==> src/rtl/imm_extend_buf.sv <==
// Immediate extension stage with a 2-entry output FIFO.
// Results are computed at input acceptance and held in order until the consumer takes them.
module imm_extend_buf #(
    parameter int IN_W  = 16,
    parameter int OUT_W = 32   // must be at least IN_W+2 so BOFS keeps a full shifted field
) (
    input  logic             clk_i,
    input  logic             rst_i,
    input  logic             valid_i,
    output logic             ready_o,
    input  logic [IN_W-1:0]  data_i,
    input  logic [1:0]       mode_i,
    output logic             valid_o,
    input  logic             ready_i,
    output logic [OUT_W-1:0] data_o,
    output logic [1:0]       mode_o
);

    localparam logic [1:0] MODE_SEXT  = 2'b00;
    localparam logic [1:0] MODE_ZEXT  = 2'b01;
    localparam logic [1:0] MODE_UPPER = 2'b10;
    localparam logic [1:0] MODE_BOFS  = 2'b11;

    // Handshake: a transfer happens on a rising clk_i edge where valid and ready
    // are both high; valid never depends on ready, and ready_o comes only from
    // registered count, so there is no combinational path from ready_i to ready_o.

    logic [OUT_W-1:0] entry_data [0:1];
    logic [1:0]       entry_mode [0:1];
    logic             rd_ptr;
    logic             wr_ptr;
    logic [1:0]       count;

    logic             push;
    logic             pop;
    logic [OUT_W-1:0] sext_val;
    logic [OUT_W-1:0] zext_val;
    logic [OUT_W-1:0] upper_val;
    logic [OUT_W-1:0] bofs_val;
    logic [OUT_W-1:0] ext_val;

    assign sext_val  = {{(OUT_W-IN_W){data_i[IN_W-1]}}, data_i};
    assign zext_val  = {{(OUT_W-IN_W){1'b0}}, data_i};
    assign upper_val = {data_i, {(OUT_W-IN_W){1'b0}}};
    assign bofs_val  = {sext_val[OUT_W-3:0], 2'b00};

    always_comb begin
        ext_val = sext_val;
        case (mode_i)
            MODE_SEXT:  ext_val = sext_val;
            MODE_ZEXT:  ext_val = zext_val;
            MODE_UPPER: ext_val = upper_val;
            MODE_BOFS:  ext_val = bofs_val;
            default:    ext_val = sext_val;
        endcase
    end

    assign ready_o = (count < 2'd2);
    assign valid_o = (count != 2'd0);
    assign push    = valid_i && ready_o;
    assign pop     = valid_o && ready_i;

    // Head is gated to zero when empty, so entry storage needs no reset.
    assign data_o = valid_o ? entry_data[rd_ptr] : '0;
    assign mode_o = valid_o ? entry_mode[rd_ptr] : 2'b00;

    always_ff @(posedge clk_i) begin
        if (push) begin
            entry_data[wr_ptr] <= ext_val;
            entry_mode[wr_ptr] <= mode_i;
        end
    end

    always_ff @(posedge clk_i or negedge rst_i) begin
        if (!rst_i) begin
            rd_ptr <= 1'b0;
            wr_ptr <= 1'b0;
            count  <= 2'd0;
        end else begin
            if (push) wr_ptr <= ~wr_ptr;
            if (pop)  rd_ptr <= ~rd_ptr;
            case ({push, pop})
                2'b10:   count <= count + 2'd1;
                2'b01:   count <= count - 2'd1;
                default: count <= count;
            endcase
        end
    end

endmodule

==> config.mk <==
export PLATFORM = sky130hd
export DESIGN_NAME = imm_extend_buf
export DESIGN_NICKNAME = d
export VERILOG_FILES = /design/src/rtl/imm_extend_buf.sv
export SDC_FILE = /design/constraint.sdc
export NUM_CORES = 1
export LEC_CHECK = 0
export BUFFER_PORTS_ARGS = -buffer_cell sky130_fd_sc_hd__buf_2
export CAP_MARGIN = 40
export CORE_ASPECT_RATIO = 1.5
export CORE_UTILIZATION = 40
export DETAILED_ROUTE_END_ITERATION = 6
export PLACE_DENSITY = 0.68
export SLEW_MARGIN = 20
export SYNTH_ARGS = -nofsm -noshare
export SYNTH_HDL_FRONTEND = slang
export SYNTH_SLANG_ARGS = --single-unit
==> constraint.sdc <==
create_clock -name clk_i -period 3.6 [get_ports clk_i]
set_clock_uncertainty 0.05 [all_clocks]
set_input_delay 0.36 -clock clk_i [delete_from_list [all_inputs] [get_ports clk_i]]
set_output_delay 0.36 -clock clk_i [all_outputs]
set_load 0.03 [all_outputs]
== Word-level counts from Yosys, hierarchy flattened ==
Memories as Yosys holds them, arrays and structs flattened.
Index checks and enable logic that the tools add are counted.
Operators by class
  equal/unequal tests: 5
  add/subtract/negate cells: 2
  bitwise logic cells: 2
  reduce and logical (&&, ||, !) cells: 5
  mux-type cells: 6
  $lt $le $gt $ge: 1
Operator list (number)
  32-bit case mux with 4 select lines: 1
  32-bit 2-to-1 mux: 1
  2-bit == test (second input constant): 3
  2-bit by 1-bit == test with 1-bit output (second input constant): 2
  2-bit case mux with 2 select lines: 1
  2-bit nonzero test: 2
  2-bit by 1-bit adder with 2-bit output (second input constant): 1
  1-bit logical AND: 2
  2-bit zero test: 1
  2-bit < comparator (second input constant): 1
  1-bit 2-to-1 mux: 2
  2-bit 2-to-1 mux: 1
  1-bit inverter: 2
  2-bit by 1-bit subtractor with 2-bit output (second input constant): 1
Storage, ports and cells
  output and inout port bits: 36
  bits in writable memories: 68
  input port bits: 22
  flip-flop bits (word level): 4
  memories: 2
Memories
  entry_data: words 2, bits a word 32, rd ports 1, clocked after memory_dff 0, write ports 1, line 28  | logic [OUT_W-1:0] entry_data [0:1];
  entry_mode: words 2, bits a word 2, rd ports 1, clocked after memory_dff 0, write ports 1, line 29  | logic [1:0] entry_mode [0:1];

== Depth between registers and ports, before layout ==
  depth after elaboration: 4
  gate-level depth with buffers: 7

== Least setup slack after synthesis ==
OpenSTA, ideal clock, no wires.
  kind: flip-flop to flip-flop
  from: register count[1]
  to: memory entry_data[0][0], enable pin
  library setup time: 0.425 ns
  buffers on the path: 0
  cell stages (with the launch flop): 4
  arrival time: 2.253 ns
  required time: 3.125 ns
  period minus slack after synthesis: 2.728 ns
  setup slack: 0.872 ns
  cell sequence: dfrtp_1 > inv_1 > nand2_1 > nor2_1
On the way
  word-level cells in the longest chain between the ends: 4
Ends and longest elaborated chain
  start, declared: line 32  | logic [1:0] count;
  start signal, assigned: line 83  | 2'b10: count <= count + 2'd1;
  start signal, assigned: line 84  | 2'b01: count <= count - 2'd1;
  start signal, assigned: line 85  | default: count <= count;
  2-bit < comparator: line 58  | assign ready_o = (count < 2'd2);
  net ready_o: line 10  | output logic ready_o,
  1-bit logical AND: line 60  | assign push = valid_i && ready_o;
  1-bit 2-to-1 mux: line 68  | if (push) begin
  1-bit 2-to-1 mux (implied by the code): line 69  | entry_data[wr_ptr] <= ext_val;
  end, declared: line 28
The timed path passes the listed nets, and every way through them passes these cells.

== Final worst setup path ==
  from: register rd_ptr
  to: output data_o[22]
On the way
  word-level cells in the longest chain between the ends: 2
Ends and longest elaborated chain
  start, declared: line 30  | logic rd_ptr;
  start signal, assigned: line 81  | if (pop) rd_ptr <= ~rd_ptr;
  memory 2 x 32 bit
  32-bit 2-to-1 mux: line 64  | assign data_o = valid_o ? entry_data[rd_ptr] : '0;
  end, declared: line 15  | output logic [OUT_W-1:0] data_o,
No other way between the ends.

==> out/results.ini <==
[detailed_routing]
drcViolationCount = 0
wl_mm = 5.82
routed_via_density = 4.97
topRoutingLayerUsed = met4
met2_length_mm = 2.96
wire_per_inst_um = 15.6
drtIter0Drc = 42
dr.pass1.iters = 4
drt-met1-wl_mm = 2.37
via_count = 1848
ant_nets = 0
met3_length_um = 281

[timing]
final-setup-viol-count = 0
min_period_ps = 2260
slew_headroom_pct = 58.4
rsz0062_at_grt = no
finalMaxSlewViolations = 0
min_period_over_period_pct = 62.7
finalHoldViolations = 0
tightest_slew_ps = 623
max_freq_mhz = 443
setup_tns_ps = 0

[synthesis]
yosysSeqAreaShare_pct = 69.4
synthesis.area_per_instance_um2 = 15.0
ys_ff_latch = 72
yosysWarnings = 0
synth_area_leaders = edfxtp_1, mux2i_1, nor2_1
synth_top_area_share_pct = 66.2
synth_area_um2 = 3090
yosysTopAreaCell = edfxtp_1
ys_types = 24
synth.net_count = 229
syn_inst = 206

[global_routing]
grt_usage_pct = 15.9
grt_max_degree = 35
antenna_found_initial = 0
overflow = 0
grt_pass1_vias = 1852
grt_pass1_wl_mm = 9.16

[power_and_ir_drop]
power_density_nw_per_um2 = 844
seq_power_share_pct = 39.5
total_power_w = 0.00309
swShare_pct = 41.8
p_int_w = 0.00180
power_frac_clock_pct = 17.5
combPwrFrac_pct = 43.0
ir_drop_uv = 414
p_leak_nw = 1.57
p_sw_w = 0.00129

[worst_hold_path]
min_path_cells = 1
hp-start = mode_i[0]
hp-class = in -> reg
holdPathEnd = entry_mode[0][0]

[worst_setup_path]
timing.rr.start = count[1]
crit_path_start_kind = flip-flop
r2r_end = entry_data[0][29]
path_class = reg -> out
r2r_cells = 4
reg2reg_slack_ps = 2040
path_max_fanout = 18
worst-endpoint-required_ps = 3190
end_kind = primary output
worstPathArrival_ps = 1850

[clocking]
numCtsBuffers = 9
post-cts-setup-buffers = 0
cts_buffer_depth = 2
post_cts_resize_count = 0
clk_pin_slew_ps = 80
cts_sinks = 72
ctsHtreeMaxLevel = 3
ctsHoldBuffers = 1
cts-root-buf = clkbuf_8
clock_latency_ps = 340
cts_tree = built

[flow_run]
drv_cap = 0

[finish]
final_common_cell = edfxtp_1
num-fill-cells = 673
n_antenna_cell = 0
area_growth_pct = 18.5
drive_gt1_share_pct = 30.1
final_cell_mix = edfxtp_1, buf_2, nor2_1
fin_nets = 290

[floorplanning]
start_util_pct = 41.9
io_pins = 58
dieArea_um2 = 8080
core_um2 = 7370
rows = 38
die_y_um = 110
die_width_um = 73.7

[place]
gp_congestion = 0.754
io_buffers = 57
post-dp-hpwl_mm = 3.93

[outcome]
status = finished, final reports clean

flip-flops by register name, indices dropped and copies added, names as in the netlist:
name        count
rd_ptr          1
entry_data     64
entry_mode      4
wr_ptr          1
count           2
through the flow:
stage,instances,hold WS (ps),utilization (%),area [um^2],setup WS [ps]
after detailed placement,355,121,47.2,3480,1690
final,372,259,49.6,3660,1340
after global routing,372,259,49.6,3660,1230
after CTS,372,243,49.6,3660,1300
after global placement,354,119,46.8,3450,1550
after floorplan,206,14.4,-,3090,872
power groups by stage:
stage | Combinational (W) | Sequential [W] | Clock [W]
final | 0.00133 | 0.00122 | 0.000540
after global routing | 0.00144 | 0.00124 | 0.000589
after CTS | 0.00135 | 0.00122 | 0.000556
after detailed placement | 0.00134 | 0.00124 | 0
after global placement | 0.00126 | 0.00127 | 0
after floorplan | 0.00103 | 0.00117 | 0
worst max-delay path by stage:
stage,startpoint,endpoint,slack [ps],cells after the start
6_report,rd_ptr,data_o[22],1340,4
5_1_grt,rd_ptr,data_o[22],1230,4
4_1_cts,rd_ptr,data_o[31],1300,4
3_5_place_dp,rd_ptr,data_o[31],1690,4
3_3_place_gp,rd_ptr,data_o[31],1550,3
2_1_floorplan,count[1],entry_data[0][0],870,3
metal layers:
layer | vias to the layer above | global-route usage (%)
li1 | 879 | -
met1 | 891 | 19.6
met2 | 59 | 25.4
met5 | - | 0
met4 | 0 | 11.3
met3 | 19 | 2.20
cells in the mapped netlist:
cell	instances
dfrtp_1	4
nand2_1	2
inv_1	3
mux2i_1	34
nor2_1	37
and2_4	1
buf_6	2
o21a_4	1
xor2_1	1
ha_1	1
and3_1	1
and2_1	1
a22o_1	13
buf_2	3
edfxtp_1	68
o21ai_0	1
a21o_1	15
nor2_2	2
and2b_1	3
xnor2_1	4
buf_4	3
a21boi_0	1
clkbuf_1	4
a21oi_1	1
cell type report:
class / count / area [um^2] / share of cell area [%]
sequential: 72 / 2140 / 58.6
multi-input combinational: 119 / 861 / 23.5
timing repair buffer: 62 / 345 / 9.44
tap: 100 / 125 / 3.42
clock buffer: 9 / 124 / 3.39
clock inverter: 7 / 47.5 / 1.30
inverter: 3 / 11.3 / 0.308
critical path: stages (launching register included):
cell	delay (ps)
dfrtp_2	740
buf_16	250
mux2i_1	260
nor2_1	60
buf_2	180
kinds of logic (layout without fill, tap and decap cells):
kind of cell,after synthesis,after routing,synth area share [%]
adder cells (fa/ha/maj),1,1,0.405
buffers and inverters,15,81,2.80
AO/OA/AOI/OAI,32,32,8.39
AND/OR/NAND/NOR,47,47,6.57
flip-flops,72,72,69.4
multiplexers,34,34,11.0
XOR/XNOR,5,5,1.42
No activity file was read; power rests on OpenSTA's default activity.
